<file path="config.mk">
export PLATFORM = sky130hd
export DESIGN_NAME = digital_io_control
export DESIGN_NICKNAME = d
export VERILOG_FILES = /design/src/rtl/digital_io_pkg.sv /design/src/rtl/dio_input_sync.sv /design/src/rtl/digital_io_control.sv
export SDC_FILE = /design/constraint.sdc
export NUM_CORES = 1
export LEC_CHECK = 0
export ABC_CLOCK_PERIOD_IN_PS = 1600
export CAP_MARGIN = 20
export CORE_UTILIZATION = 30
export CTS_BUF_LIST = sky130_fd_sc_hd__clkbuf_8
export CTS_CLUSTER_SIZE = 28
export DETAILED_ROUTE_END_ITERATION = 16
export PLACE_DENSITY = 0.78
export RECOVER_POWER = 25
export SLEW_MARGIN = 5
export SYNTH_ARGS = -nofsm -noshare
export SYNTH_HDL_FRONTEND = slang
export SYNTH_SLANG_ARGS = --single-unit
</file>
<file path="constraint.sdc">
create_clock -name wb_clk_i -period 1.6 [get_ports wb_clk_i]
set_clock_uncertainty 0.05 [all_clocks]
set_input_delay 0.16 -clock wb_clk_i [delete_from_list [all_inputs] [get_ports wb_clk_i]]
set_output_delay 0.16 -clock wb_clk_i [all_outputs]
set_load 0.02 [all_outputs]
</file>
<file path="src/rtl/digital_io_pkg.sv">
// digital_io_pkg: register offsets and reset constants for digital_io_control
package digital_io_pkg;
    localparam int DIO_OFS_W = 8;
    localparam logic [DIO_OFS_W-1:0] DIO_OUT_OFS  = 8'h00;
    localparam logic [DIO_OFS_W-1:0] DIO_OEB_OFS  = 8'h04;
    localparam logic [DIO_OFS_W-1:0] DIO_IN_OFS   = 8'h08;
    localparam logic [DIO_OFS_W-1:0] DIO_EDGE_OFS = 8'h0C;
    localparam logic [DIO_OFS_W-1:0] DIO_MASK_OFS = 8'h10;
    localparam logic [7:0] DIO_OEB_RST = 8'hFF;
endpackage

</file>
<file path="src/rtl/dio_input_sync.sv">
// dio_input_sync: 2-flop pad synchronizer, plus stage-3 rising-edge pulse when DIGITAL_IO_EDGE_IRQ_EN is defined
module dio_input_sync #(
    parameter int BITS = 6
) (
    input  logic            clk,
    input  logic            rst_n,
    input  logic [BITS-1:0] din,
    output logic [BITS-1:0] sync_o,
    output logic [BITS-1:0] rise_o
);
    logic [BITS-1:0] s1, s2;

    // two-stage metastability filter on the asynchronous pad levels
    always_ff @(posedge clk) begin
        if (!rst_n) begin
            s1 <= '0;
            s2 <= '0;
        end else begin
            s1 <= din;
            s2 <= s1;
        end
    end

    assign sync_o = s2;

`ifdef DIGITAL_IO_EDGE_IRQ_EN
    logic [BITS-1:0] s3;

    // delayed copy of the synchronized level for edge detection
    always_ff @(posedge clk) begin
        if (!rst_n) s3 <= '0;
        else        s3 <= s2;
    end

    assign rise_o = s2 & ~s3;
`else
    assign rise_o = '0;
`endif
endmodule

</file>
<file path="src/rtl/digital_io_control.sv">
// digital_io_control: Wishbone register block for digital pads; DIGITAL_IO_EDGE_IRQ_EN adds EDGE/MASK and irq
module digital_io_control
    import digital_io_pkg::*;
#(
    parameter int          BITS     = 6,
    parameter logic [31:0] BASE_ADR = 32'h3000_0000
) (
`ifdef USE_POWER_PINS
    inout  wire             vccd1,
    inout  wire             vssd1,
`endif
    input  logic            wb_clk_i,
    input  logic            wb_rst_n,
    input  logic            wbs_cyc_i,
    input  logic            wbs_stb_i,
    input  logic            wbs_we_i,
    input  logic [3:0]      wbs_sel_i,
    input  logic [31:0]     wbs_adr_i,
    input  logic [31:0]     wbs_dat_i,
    output logic            wbs_ack_o,
    output logic [31:0]     wbs_dat_o,
    input  logic [BITS-1:0] io_in,
    output logic [BITS-1:0] io_out,
    output logic [BITS-1:0] io_oeb,
    output logic            irq
);
    logic [BITS-1:0]      in_sync, rise, rdata, wdat;
    logic [DIO_OFS_W-1:0] ofs;
    logic                 accept, wr;

    assign ofs    = wbs_adr_i[DIO_OFS_W-1:0];
    assign wdat   = wbs_dat_i[BITS-1:0];
    assign accept = wbs_cyc_i & wbs_stb_i & ~wbs_ack_o & (wbs_adr_i[31:8] == BASE_ADR[31:8]);
    assign wr     = accept & wbs_we_i & wbs_sel_i[0];

    dio_input_sync #(.BITS(BITS)) u_sync (
        .clk    (wb_clk_i),
        .rst_n  (wb_rst_n),
        .din    (io_in),
        .sync_o (in_sync),
        .rise_o (rise)
    );

`ifdef DIGITAL_IO_EDGE_IRQ_EN
    logic [BITS-1:0] edge_q, mask_q, clr;

    assign clr = (wr && ofs == DIO_EDGE_OFS) ? wdat : '0;

    // sticky edge flags: a new rise beats a same-cycle W1C clear
    always_ff @(posedge wb_clk_i) begin
        if (!wb_rst_n) begin
            edge_q <= '0;
            mask_q <= '0;
        end else begin
            edge_q <= (edge_q & ~clr) | rise;
            if (wr && ofs == DIO_MASK_OFS) mask_q <= wdat;
        end
    end

    assign irq = |(edge_q & mask_q);

    // read mux over current register contents
    always_comb begin
        rdata = ofs == DIO_OUT_OFS  ? io_out  :
                ofs == DIO_OEB_OFS  ? io_oeb  :
                ofs == DIO_IN_OFS   ? in_sync :
                ofs == DIO_EDGE_OFS ? edge_q  :
                ofs == DIO_MASK_OFS ? mask_q  : '0;
    end

    logic unused;
    assign unused = ^{wbs_sel_i[3:1], wbs_dat_i[31:BITS]};
`else
    assign irq = 1'b0;

    // read mux over current register contents; EDGE/MASK read as unmapped
    always_comb begin
        rdata = ofs == DIO_OUT_OFS ? io_out  :
                ofs == DIO_OEB_OFS ? io_oeb  :
                ofs == DIO_IN_OFS  ? in_sync : '0;
    end

    logic unused;
    assign unused = ^{wbs_sel_i[3:1], wbs_dat_i[31:BITS], rise};
`endif

    // single-cycle registered ack, read data and pad control registers
    always_ff @(posedge wb_clk_i) begin
        if (!wb_rst_n) begin
            wbs_ack_o <= 1'b0;
            wbs_dat_o <= '0;
            io_out    <= '0;
            io_oeb    <= DIO_OEB_RST[BITS-1:0];
        end else begin
            wbs_ack_o <= accept;
            wbs_dat_o <= (accept & ~wbs_we_i) ? {{(32-BITS){1'b0}}, rdata} : '0;
            if (wr && ofs == DIO_OUT_OFS) io_out <= wdat;
            if (wr && ofs == DIO_OEB_OFS) io_oeb <= wdat;
        end
    end
endmodule
</file>
* Word level (Yosys, flattened, before mapping)
Cells that the tools add are included.
Storage, ports and cells: register bits after elaboration 57, output and inout port bits 46, word-level logic and storage cells 25
Operators by class: eq/ne operators 3, bitwise gates (word level) 8, reduce and logical (&&, ||, !) cells 4, mux-type cells 3
Operators with widths (number):
- 24-bit by 22-bit equality test with 1-bit output, second input constant | 1
- 6-bit 2-to-1 mux | 3
- 8-bit by 3-bit equality test with 1-bit output, second input constant | 1
- 8-bit by 4-bit equality test with 1-bit output, second input constant | 1
- 8-bit zero test | 1
- 1-bit bitwise AND | 6
- 1-bit logical AND | 2
- 1-bit inverter | 2
- 2-bit AND reduction | 1

* Longest topological paths before layout
Gate-level depths: netlist of the first run.
depth after elaboration 6, depth in mapped cells 5, depth with buffers taken out 4

* Modules after synthesis
Synthesis of the first run repeated with hierarchy kept, for this count alone.
Second synthesis, totals: cell total of the unflattened synthesis 166, area, all modules 1614.0 um^2
Modules (own cells, without submodules):
- digital_io_control | area each 1228.7 um^2, times used 1, sequential area each 380.4 um^2, cells an instance 134
- dio_input_sync | area each 385.4 um^2, times used 1, sequential area each 240.2 um^2, cells an instance 32

* Least setup slack after synthesis of the first run
Ideal clock, no wire load.
path type reg2reg, start point register wbs_ack_o, end point register io_oeb[0], stages on the path, launching flop included 6, data required time 1471 ps, library setup time 79 ps, arrival 1640 ps, slack -169 ps, cells stage by stage dfxtp_1 > and4bb_2 > nand4_4 > or4_1 > buf_2 > o211ai_1
Between the ends: cells in the longest elaborated chain, start to end 6
Ends and longest elaborated chain:
- start, declared | line digital_io_control.sv:20 | output logic wbs_ack_o,
- start signal, assigned | line digital_io_control.sv:95 | wbs_ack_o <= accept;
- 1-bit inverter | line digital_io_control.sv:33 | assign accept = wbs_cyc_i & wbs_stb_i & ~wbs_ack_o & (wbs_adr_i[31:8] == BASE_ADR[31:8]);
- 1-bit bitwise AND (2 in a row) | line digital_io_control.sv:33
- 1-bit bitwise AND (2 in a row) | line digital_io_control.sv:34 | assign wr = accept & wbs_we_i & wbs_sel_i[0];
- 1-bit logical AND | line digital_io_control.sv:98 | if (wr && ofs == DIO_OEB_OFS) io_oeb <= wdat;
- end signal, assigned | line digital_io_control.sv:93 | io_oeb <= DIO_OEB_RST[BITS-1:0];
- end signal, assigned | line digital_io_control.sv:98
- end, declared | line digital_io_control.sv:24 | output logic [BITS-1:0] io_oeb,
No other way between the ends. A chain may end at the register's enable or synchronous reset.

* Worst setup path in the final report of the first run
start point register wbs_ack_o, end point register io_oeb[3]
Same word-level chain as after synthesis.

==> results of run 1 <==
[cells by family after synthesis]
kind of cell / Yosys count / synth area share (%)
simple gates: 65 / 28.2
buf+inv: 38 / 15.8
flops: 31 / 39.9
compound gates: 18 / 8.21
mux: 12 / 7.72
other cells: 1 / 0.241
[registers in the layout, summed over array words and instances (netlist names)]
register,flops
wbs_ack_o,1
wbs_dat_o,6
io_out,6
io_oeb,6
u_sync.s1,6
u_sync.sync_o,6
[synth_stat cells]
library cell  number
and2_1            21
and4bb_2           1
buf_2              1
buf_4             27
clkbuf_1           4
conb_1             1
dfxtp_1           31
inv_1              6
mux2i_1           12
nand2_1           20
nand2b_1           1
nand4_1            4
nand4_4            1
nor2_1             4
nor2b_1            1
nor3_1             1
nor3b_1            1
nor4_1             4
nor4_4             4
nor4b_2            1
o211ai_1           6
o21ai_0            6
o41ai_1            6
or4_1              1
[through the flow]
stage | setup TNS, ps | setup slack [ps]
after detailed placement | -6390 | -387
final | 0 | 0.894
after floorplan | -692 | -115
after global placement | -5880 | -343
after global routing | -286 | -96.2
after CTS | 0 | 1.74
[worst min-delay path by stage]
stage / start / to / slack, ps
finish: u_sync.s1[3]$_SDFF_PN0_ / u_sync.sync_o[3]$_SDFF_PN0_ / 380
CTS: u_sync.s1[3]$_SDFF_PN0_ / u_sync.sync_o[3]$_SDFF_PN0_ / 380
detailed placement: u_sync.s1[3]$_SDFF_PN0_ / u_sync.sync_o[3]$_SDFF_PN0_ / 370
global route: u_sync.s1[3]$_SDFF_PN0_ / u_sync.sync_o[3]$_SDFF_PN0_ / 390
global placement: u_sync.s1[4]$_SDFF_PN0_ / u_sync.sync_o[4]$_SDFF_PN0_ / 370
floorplan: io_in[0] / u_sync.s1[0]$_SDFF_PN0_ / 240
[power breakdown]
| part | switching [mW] | internal [mW] | total [mW] |
|---|---|---|---|
| sequential | 0.00288 | 0.786 | 0.789 |
| clock | 0.275 | 0.337 | 0.612 |
| combinational | 0.146 | 0.136 | 0.281 |
[critical path, cell delays in order (launching register included)]
cell	delay (ps)
dfxtp_2	320
and4bb_2	320
nand4_4	90
or4_4	550
o211ai_1	180
[area by class of cell]
| class | count | area share (%) |
|---|---|---|
| sequential | 31 | 24.2 |
| inverter | 6 | 0.878 |
| clock inverter | 1 | 0.195 |
| tap | 67 | 3.27 |
| multi-input combinational | 122 | 35.1 |
| timing repair buffer | 89 | 33.1 |
| clock buffer | 6 | 3.22 |
[timing repair]
action / in CTS / in global routing
setup endpoints to repair: 18 / 18
pin swaps: 11 / 10
cloned: 0 / 0
hold buffers: 0 / 0
buffers inserted: 7 / 0
gates resized for setup: 27 / 13
[layer usage]
metal / track usage, % / wire length [um] / vias up
li1: - / - / 696
met5: 0 / 0 / -
met4: 7.69 / 89 / 0
met2: 24.2 / 1990 / 59
met1: 17.7 / 1720 / 643
met3: 4.34 / 253 / 9
==> impl_metrics.ini, run 1 <==
[status]
status = finished, final reports clean

[synth]
ys_ff_latch = 31
yosysTopAreaCell = dfxtp_1
syn_area_sq_um = 1560
postSynthAreaPerCell_sq_um = 9.43
synth_warnings = 0
ys_top_cells_by_area = dfxtp_1 40%, buf_4 13%, and2_1 8.4%
synth_cell_types = 24
netlist_instances = 165
synth_top_area_share_pct = 39.9
ys_seq_area_share_pct = 39.9

[die]
die-area_sq_um = 5480
fp.coreArea_sq_um = 4850
io_pins = 125
die_y_um = 74
std_cell_rows = 25
start_util_pct = 32.1
die_w_um = 74

[final_layout]
final_common_cell = clkdlybuf4s50_1
final_util_pct = 52.9
multi_input_area_sq_um = 900
nNetsFinal = 334
num_antenna_cells = 0
syn2layout_area_growth_pct = 64.9
stdcell_count = 322
final_cell_mix = 45 x clkdlybuf4s50_1, 30 x dfxtp_1, 27 x conb_1
ff_latch_area_sq_um = 622
final.fill_count = 427
final_cell_area_sq_um = 2560
drive_gt1_share_pct = 18.4

[global_route]
grt_remaining_overflow = 0
track_usage_pct = 14.9
grt_pass1_wl_um = 6020
grt_pass1_vias = 1286
antenna_found_initial = 0
grt_max_degree = 31

[setup_path]
reg2regPathDepth = 4
cp-endpoint = io_oeb[3]$_SDFFE_PN1P_
critical_path_class = reg -> reg
required_ps = 1750
r2r_start = wbs_ack_o$_SDFF_PN0_
cp-startpoint = wbs_ack_o$_SDFF_PN0_
critical_path.reg2reg.endpoint = io_oeb[3]$_SDFFE_PN1P_
arrival_ps = 1750
r2r_slack_ps = 0.9
endpoint_kind = register
critPathLaunchType = register
cp_max_fo = 6

[timing]
fin_crit_sh_pct = 99.9
fmax_mhz = 625
setup_viol = 0
timing.hold.ws_ps = 381
rsz0062_at_grt = yes
final.min_clock_period_ps = 1600
drv_slew = 0
final-hold-violation-count = 0

[pwr]
total_power_mw = 1.68
powerDensity_nw_per_um2 = 656
cellLeakagePower_nw = 1.18
peakVddDrop_mv = 0.529

[clocking]
cts.reportedPaths.clkPinSlew_ps = 70
cts_tree = yes
cts_sinks = 31
cts_root_buffer = clkbuf_8
insertion_delay_ps = 290
numCtsBuffers = 5
cts_max_path_buffers = 2
htree_levels = 2

[route]
drt_first_pass_iters = 4
vias = 1407
drc = 0
postRouteAntennaNets = 0
wl_per_cell_um = 12.6
vias_per_cell = 4.37
initialDrtViolationCount = 56
finalWirelength_um = 4050

[hold_path]
hold_depth = 1
holdCritPathClass = reg -> reg

[placed_design]
portBuffers = 68
gp_congestion = 0.866
dp_hpwl_um = 2890
placed_cells = 308
place_area_sq_um = 2300

[run]
cap_violations = 0
Note: power is estimated with default switching activity, not from simulation.
==> run 2, diff against run 1 <==
ABC_CLOCK_PERIOD_IN_PS = 1700   (was 1600)
CORE_UTILIZATION = 34   (was 30)
PLACE_DENSITY = 0.82   (was 0.78)
clock period = 1.7 ns   (was 1.6 ns; I/O delays follow)
==> impl_metrics.ini, run 2 (synthesis gave the netlist of run 1 again) <==
[status]
status = finished, final reports clean

[placed_design]
portBuffers = 68
dp_hpwl_um = 2760
gp_congestion = 0.932

[die]
die-area_sq_um = 4850
die_y_um = 69.6
fp.coreArea_sq_um = 4380
std_cell_rows = 24
start_util_pct = 35.5
io_pins = 125
die_w_um = 69.6

[setup_path]
critical_path_class = in -> reg
cp_max_fo = 6
r2r_start = wbs_ack_o$_SDFF_PN0_
required_ps = 1880
cp-startpoint = wbs_adr_i[6]
reg2regPathDepth = 4
arrival_ps = 1860
endpoint_kind = register
critPathLaunchType = input port

[final_layout]
ff_latch_area_sq_um = 622
nNetsFinal = 332
syn2layout_area_growth_pct = 57.8
final.fill_count = 395
num_antenna_cells = 0
final_util_pct = 56.0
final_cell_mix = 57 x clkdlybuf4s50_1, 30 x dfxtp_1, 27 x conb_1
drive_gt1_share_pct = 16.1
multi_input_area_sq_um = 837
final_common_cell = clkdlybuf4s50_1

[timing]
drv_slew = 0
setup_viol = 0
fmax_mhz = 594
final.min_clock_period_ps = 1680
rsz0062_at_grt = yes
timing.hold.ws_ps = 295
final-hold-violation-count = 0
fin_crit_sh_pct = 99.1

[clocking]
cts_sinks = 31
insertion_delay_ps = 280
numCtsBuffers = 5
cts_tree = yes
hold_buffers = 0
cts_max_path_buffers = 2
cts.reportedPaths.clkPinSlew_ps = 70
htree_levels = 2
cts_root_buffer = clkbuf_8

[hold_path]
hold_depth = 5
holdCritPathClass = in -> reg
hold_path_startpoint = wbs_adr_i[24]

[route]
finalWirelength_um = 3780
initialDrtViolationCount = 35
drt_first_pass_iters = 4
vias = 1371
wl_per_cell_um = 12.3
drc = 0
postRouteAntennaNets = 0
vias_per_cell = 4.48

[pwr]
peakVddDrop_mv = 0.496
pwr-share-comb_pct = 16.6
p_sw_uw = 396
power_frac_clock_pct = 35.3
p_int_mw = 1.15
cellLeakagePower_nw = 1.06
powerDensity_nw_per_um2 = 630
switching_share_pct = 25.6
pwr-share-seq_pct = 48.1

[global_route]
grt_pass1_wl_um = 6000
grt_pass1_vias = 1375
grt_remaining_overflow = 0
grt_max_degree = 31
track_usage_pct = 15.7
antenna_found_initial = 0

[run]
cap_violations = 0
[run 2: cell types whose count changed in the layout (fill, tap and decap cells not counted), moves of 2 or more]
cell,delta
clkdlybuf4s50_1,+12
o41ai_2,-2
o41ai_1,+3
clkinv_2,+2
dlygate4sd2_1,-7
dlymetal6s2s_1,-5
[run 2: repair_timing]
item                                    CTS  global route
buffers inserted                          4             0
pin swaps                                 8             5
gates resized for setup                   9             9
endpoints found under the setup margin   12            18
[run 2: layer usage]
metal	wire (um)	share of wire, %	GRT usage (%)
met1	1420	38	16.1
met5	0	0	0
met3	285	7.5	6.83
met4	31	0.82	5.33
met2	2040	54	28.5
[run 2: worst max-delay path, cell delays in order]
cell and delay (ps):
clkdlybuf4s50_1 420, nor4_2 270, nand2_1 160, buf_6 160, buf_4 130, nor4_2 260, buf_4 180, and2_1 120
[run 2: power groups by stage]
| stage | sequential [mW] | clock, mW | combinational [mW] |
|---|---|---|---|
| after CTS | 0.742 | 0.562 | 0.253 |
| after floorplan | 0.758 | 0 | 0.155 |
| after detailed placement | 0.758 | 0 | 0.259 |
| after global placement | 0.758 | 0 | 0.254 |
| after global routing | 0.743 | 0.608 | 0.276 |
| final | 0.742 | 0.546 | 0.257 |
[run 2: layout make-up]
cell class / instances / area share [%]
multi-input cells: 122 / 34.1
repair buffers: 87 / 33.6
flip-flops and latches: 31 / 25.3
clock buffers: 5 / 2.80
well taps: 52 / 2.65
inverters: 6 / 0.918
clock inverters: 3 / 0.612
[run 2: final timing paths]
check / end / slack [ps]
max: wbs_dat_o[5]$_SDFF_PN0_ / 20
min: wbs_ack_o$_SDFF_PN0_ / 300
max reg2reg: io_oeb[2]$_SDFFE_PN1P_ / 50
min reg2reg: u_sync.sync_o[3]$_SDFF_PN0_ / 380
[run 2: through the flow]
stage / cells / area, sq um / power [mW] / setup slack, ps / TNS [ps]
floorplan: 191 / 1660 / 0.913 / -15.3 / -91.7
global placement: 294 / 2290 / 1.01 / -304 / -4540
detailed placement: 294 / 2290 / 1.02 / -378 / -5150
CTS: 306 / 2400 / 1.56 / -3.03 / -3.03
global route: 306 / 2450 / 1.63 / -114 / -1070
finish: 306 / 2450 / 1.54 / 15.8 / 0
==> run 3, diff against run 2 <==
ABC_CLOCK_PERIOD_IN_PS = 1450   (was 1700)
CORE_MARGIN = 4   (was not set)
CORE_UTILIZATION = 30   (was 34)
PLACE_DENSITY = 0.77   (was 0.82)
clock period = 1.45 ns   (was 1.7 ns; I/O delays follow)
==> impl_metrics.ini, run 3 (synthesis gave the netlist of run 1 again) <==
[timing]
final.min_clock_period_ps = 1600
rsz0062_at_grt = yes
setup_viol = 17
fin_crit_sh_pct = 110
drv_slew = 0
fin_setup_tns_ps = -1270
fmax_mhz = 625
final-hold-violation-count = 0
fin_ws_ps = -151

[die]
start_util_pct = 31.9
die_y_um = 80
io_pins = 125
fp.coreArea_sq_um = 4880
std_cell_rows = 25
die-area_sq_um = 6400
die_w_um = 80

[hold_path]
holdCritPathClass = in -> reg

[placed_design]
portBuffers = 68
placed_cells = 307
dp_hpwl_um = 3050
gp_congestion = 0.762

[route]
drt_first_pass_iters = 4
postRouteAntennaNets = 0
initialDrtViolationCount = 39
wl_per_cell_um = 12.4
vias_per_cell = 4.20
finalWirelength_um = 3930
vias = 1327
drc = 0

[clocking]
numCtsBuffers = 5
insertion_delay_ps = 290
cts_root_buffer = clkbuf_8
htree_levels = 2
cts.reportedPaths.clkPinSlew_ps = 60
cts_sinks = 31
hold_buffers = 0
cts_max_path_buffers = 2
cts_tree = yes

[final_layout]
final.fill_count = 474
stdcell_count = 316
multi_input_area_sq_um = 856
ff_latch_area_sq_um = 622
final_cell_mix = 37 x clkdlybuf4s50_1, 30 x dfxtp_1, 27 x conb_1, 27 x dlygate4sd2_1, 21 x and2_1
num_antenna_cells = 0
final_util_pct = 50.7
nNetsFinal = 327
syn2layout_area_growth_pct = 59.0
drive_gt1_share_pct = 15.7
final_common_cell = clkdlybuf4s50_1

[global_route]
antenna_found_initial = 0
grt_pass1_vias = 1286
grt_remaining_overflow = 0
track_usage_pct = 12.5
grt_max_degree = 31
grt_pass1_wl_um = 6070

[run]
cap_violations = 0

[setup_path]
cp_max_fo = 6
arrival_ps = 1750
critical_path_class = reg -> reg
required_ps = 1600
critPathLaunchType = register
endpoint_kind = register

[pwr]
peakVddDrop_mv = 0.423
powerDensity_nw_per_um2 = 821
total_power_mw = 2.03
cellLeakagePower_nw = 1.08

[status]
status = finished, violations left
violations = setup timing
-- run 3: metal layers --
layer | up-vias | share of wire [%] | routed length [um] | GRT usage, %
li1 | 685 | - | - | -
met1 | 580 | 37 | 1440 | 12.8
met2 | 55 | 51 | 2010 | 22.4
met3 | 7 | 11 | 414 | 4.97
met4 | 0 | 1.5 | 59 | 5.41
met5 | - | 0 | 0 | 0
-- run 3: final timing paths --
path | slack [ps] | from | to | cells past startpoint
worst max-delay path | -150 | wbs_ack_o$_SDFF_PN0_ | io_oeb[0]$_SDFFE_PN1P_ | 4
worst min-delay path | 310 | wbs_adr_i[21] | wbs_ack_o$_SDFF_PN0_ | 4
worst max register to register | -150 | wbs_ack_o$_SDFF_PN0_ | io_oeb[0]$_SDFFE_PN1P_ | 4
worst min register to register | 380 | u_sync.s1[2]$_SDFF_PN0_ | u_sync.sync_o[2]$_SDFF_PN0_ | 1
-- run 3: through the flow --
stage                     hold slack [ps]  setup slack, ps  instance area [sq um]
after floorplan                       222             -265                   1660
after CTS                             277             -134                   2450
after detailed placement              368             -565                   2300
final                                 311             -151                   2470
after global placement                367             -478                   2300
after global routing                  350             -223                   2470
-- run 3: power by group --
part           internal, mW  total [mW]  switching [mW]  leakage [nW]
Sequential            0.867       0.870         0.00334         0.253
Combinational         0.146       0.297           0.151         0.765
Clock                 0.555       0.862           0.307        0.0612
-- run 3: what timing repair did --
action	4_1_cts	5_1_grt
buffers inserted	0	1
pin swaps	12	8
setup endpoints to repair	30	18
gates resized for setup	38	4
-- run 3: final cells by class --
class,count,share of cell area [%]
clock inverter,2,1.42
tap,67,3.39
timing repair buffer,82,31.2
multi-input combinational,122,34.6
sequential,31,25.2
clock buffer,6,3.34
inverter,6,0.911
-- run 3: worst max-delay path: stages (launching register included) --
cell and delay, ps:
dfxtp_2 320, and4bb_2 330, nand4_4 110, or4_4 550, o211ai_1 170
==> RTL edit (settings of run 3) <==
`BITS` is set to 6 in 2 places; all go to 3.
--- a/src/rtl/dio_input_sync.sv
+++ b/src/rtl/dio_input_sync.sv
@@ -1,6 +1,6 @@
 // dio_input_sync: 2-flop pad synchronizer, plus stage-3 rising-edge pulse when DIGITAL_IO_EDGE_IRQ_EN is defined
 module dio_input_sync #(
-    parameter int BITS = 6
+    parameter int BITS = 3
 ) (
     input  logic            clk,
     input  logic            rst_n,
--- a/src/rtl/digital_io_control.sv
+++ b/src/rtl/digital_io_control.sv
@@ -2,7 +2,7 @@
 module digital_io_control
     import digital_io_pkg::*;
 #(
-    parameter int          BITS     = 6,
+    parameter int          BITS     = 3,
     parameter logic [31:0] BASE_ADR = 32'h3000_0000
 ) (
 `ifdef USE_POWER_PINS
Ports: changed (resized io_in, io_oeb and io_out); port bits go from 125 to 116. No check against the original RTL was run, so the function may have changed too.
==> RTL edit against run 3 <==
- the run still ends with negative setup slack left
- combinational power decreased by 18%
- routed wire length shrank 40%
- worst setup slack lost 0.065 ns
- total power down 50%
- cell count decreased by 33%
- sequential power down 48%
- cell area is 35% lower
- area after synthesis is 33% lower
- clock power fell by 63%
- sequential cell count down 15
- critical path type is now input port to register
- largest power group unchanged
==> RTL edit: results (changes against run 3) <==
| Metric | Value |
|---|---|
| Count of cell types in the netlist | `23 (-4.2%)` |
| Share of the synthesized area in compound gates (AO/OA/AOI/OAI) | `1.43% (-6.8 points)` |
| Hold slack | `0.288 ns (-0.0228 ns)` |
| Xor-xnor portion of the synthesized cell area | `0% (unchanged)` |
| Worst path max stage delay | `0.52 ns (-0.03 ns)` |
| First-pass GRT wire length | `3430 um (-44%)` |
| Largest net degree at the start of global routing | `14 (-55%)` |
| Gp weighted congestion | `0.730 (-4.1%)` |
| Reg2Reg Depth | `5 (+1)` |
| Worst reg2reg endpoint | `io_out[1]` |
| Hold Path Sink | `wbs_dat_o[0]` |
| Clk_lat worst skew | `0.25 ns (-0.04 ns)` |
| Share of layout cells above drive strength 1 | `18.0% (+2.3 points)` |
| Max FO, Critical Path | `3 (-3)` |
| Met1 GRT Util | `10.1% (-2.7 points)` |
| Pre-CTS setup slack | `-0.794 ns (-0.228 ns)` |
| Worst Hold Class | `input port to register` |
| Register area share after synthesis | `30.5% (-9.4 points)` |
| Critical path data arrival time | `1.79 ns (+0.04 ns)` |
| Hold path depth | `4 (unchanged)` |
| Mux cell area share after synthesis | `8.59% (+0.87 points)` |
| Final WS setup | `-0.216 ns (-0.0646 ns)` |
| # nets final | `245 (-25%)` |
| Total of fill cells in the finished design | `337 (-29%)` |
| Grt met2 use | `18.0% (-4.4 points)` |
| Adder-cell area share of the yosys netlist | `0% (unchanged)` |
| Routed via count | `828 (-38%)` |
| Worst reg2reg setup slack | `-0.17 ns (-0.02 ns)` |
| CP delay by family, top | `simple AND/OR/NAND/NOR gates` |
| Status | `complete, but fails checks` |
| Failing checks | `negative setup slack` |
| Synth top cells by count | `buf_4 (31), dfxtp_1 (16), mux2i_1 (9), nand2_1 (9), and2_1 (7)` |
| GRT Overall Usage | `10.5% (-2.0 points)` |
| Hold_sp | `wbs_adr_i[5]` |
| Final setup viols | `6 (-11)` |
| Total CTS buffers | `3 (-2)` |
| Detailed Route Iter0 Violations | `9 (-77%)` |
| Buffers on Ports | `53 (-22%)` |
| Peak VDD IR | `0.343 mV (-19%)` |
| Ant diodes | `0 (unchanged)` |
| Post-synth ARST share | `0% (unchanged)` |
| Pleak | `0.728 nW (-33%)` |
| Top cells by area, synth | `dfxtp_1 (31%), buf_4 (22%), mux2i_1 (8.6%), nor4_2 (4.8%), and2_1 (4.2%)` |
| Max clock buf depth | `2 (unchanged)` |
| Max-Cap Viols | `0 (unchanged)` |
| M3 GR Usage | `6.75% (+1.8 points)` |
| Wirelength per Cell | `11.0 um (-12%)` |
| Vias in the first global route | `788 (-39%)` |
| Drt first pass iters | `2 (-2)` |
| CTS clk-pin slew, worst paths | `0.06 ns (about the same)` |
| DP Wirelength | `2080 um (-32%)` |
| CTS HTree Levels | `1 (-1)` |
-- RTL edit: stage by stage --
step	cells	TNS, ns	cell area (sq um)
finish	213	-1.28	1610
global route	213	-1.93	1610
CTS	213	-2.11	1600
detailed placement	208	-5.73	1550
global placement	208	-5.45	1550
floorplan	135	-1.76	1160
-- RTL edit: kinds of logic after synthesis --
group | count (synthesis)
AOI/OAI and AO/OA | 3
DFF | 16
muxes | 9
other | 1
and+or+nand+nor | 43
buffers and inverters | 34
-- RTL edit: layout make-up --
type	count	area, sq um	area share [%]
Timing Repair Buffer	62	597	37.1
Multi-Input combinational cell	85	588	36.6
Sequential cell	16	320	19.9
Tap cell	46	57.6	3.58
Clock buffer	3	41.3	2.57
Inverter	1	3.75	0.233
-- RTL edit: report_power, final --
part	leakage, nW	internal (mW)	switching (mW)	total (mW)
sequential	0.130	0.448	0.00134	0.449
combinational	0.576	0.125	0.119	0.245
clock	0.0216	0.184	0.134	0.317
-- RTL edit: worst max-delay path by stage --
stage | startpoint | endpoint | slack [ns] | cells past startpoint
6_report | wbs_adr_i[5] | io_out[1] | -0.22 | 6
5_1_grt | wbs_adr_i[5] | io_out[0] | -0.29 | 6
4_1_cts | wbs_adr_i[5] | io_oeb[0] | -0.35 | 6
3_5_place_dp | wbs_adr_i[7] | io_oeb[1] | -0.79 | 5
3_3_place_gp | wbs_adr_i[7] | io_out[2] | -0.77 | 5
2_1_floorplan | wbs_adr_i[7] | io_oeb[0] | -0.29 | 4
-- RTL edit: repair_timing --
item / in CTS / in global routing
setup endpoints to repair: 12 / 14
gates resized for setup: 19 / 5
pin swaps: 5 / 2
setup buffers: 2 / 0
-- RTL edit: metal layers --
layer  share of wire [%]  vias to the layer above
met5                   0                        -
met4                0.90                        0
met3                  18                        4
met2                  48                       52
met1                  33                      349
li1                    -                      423
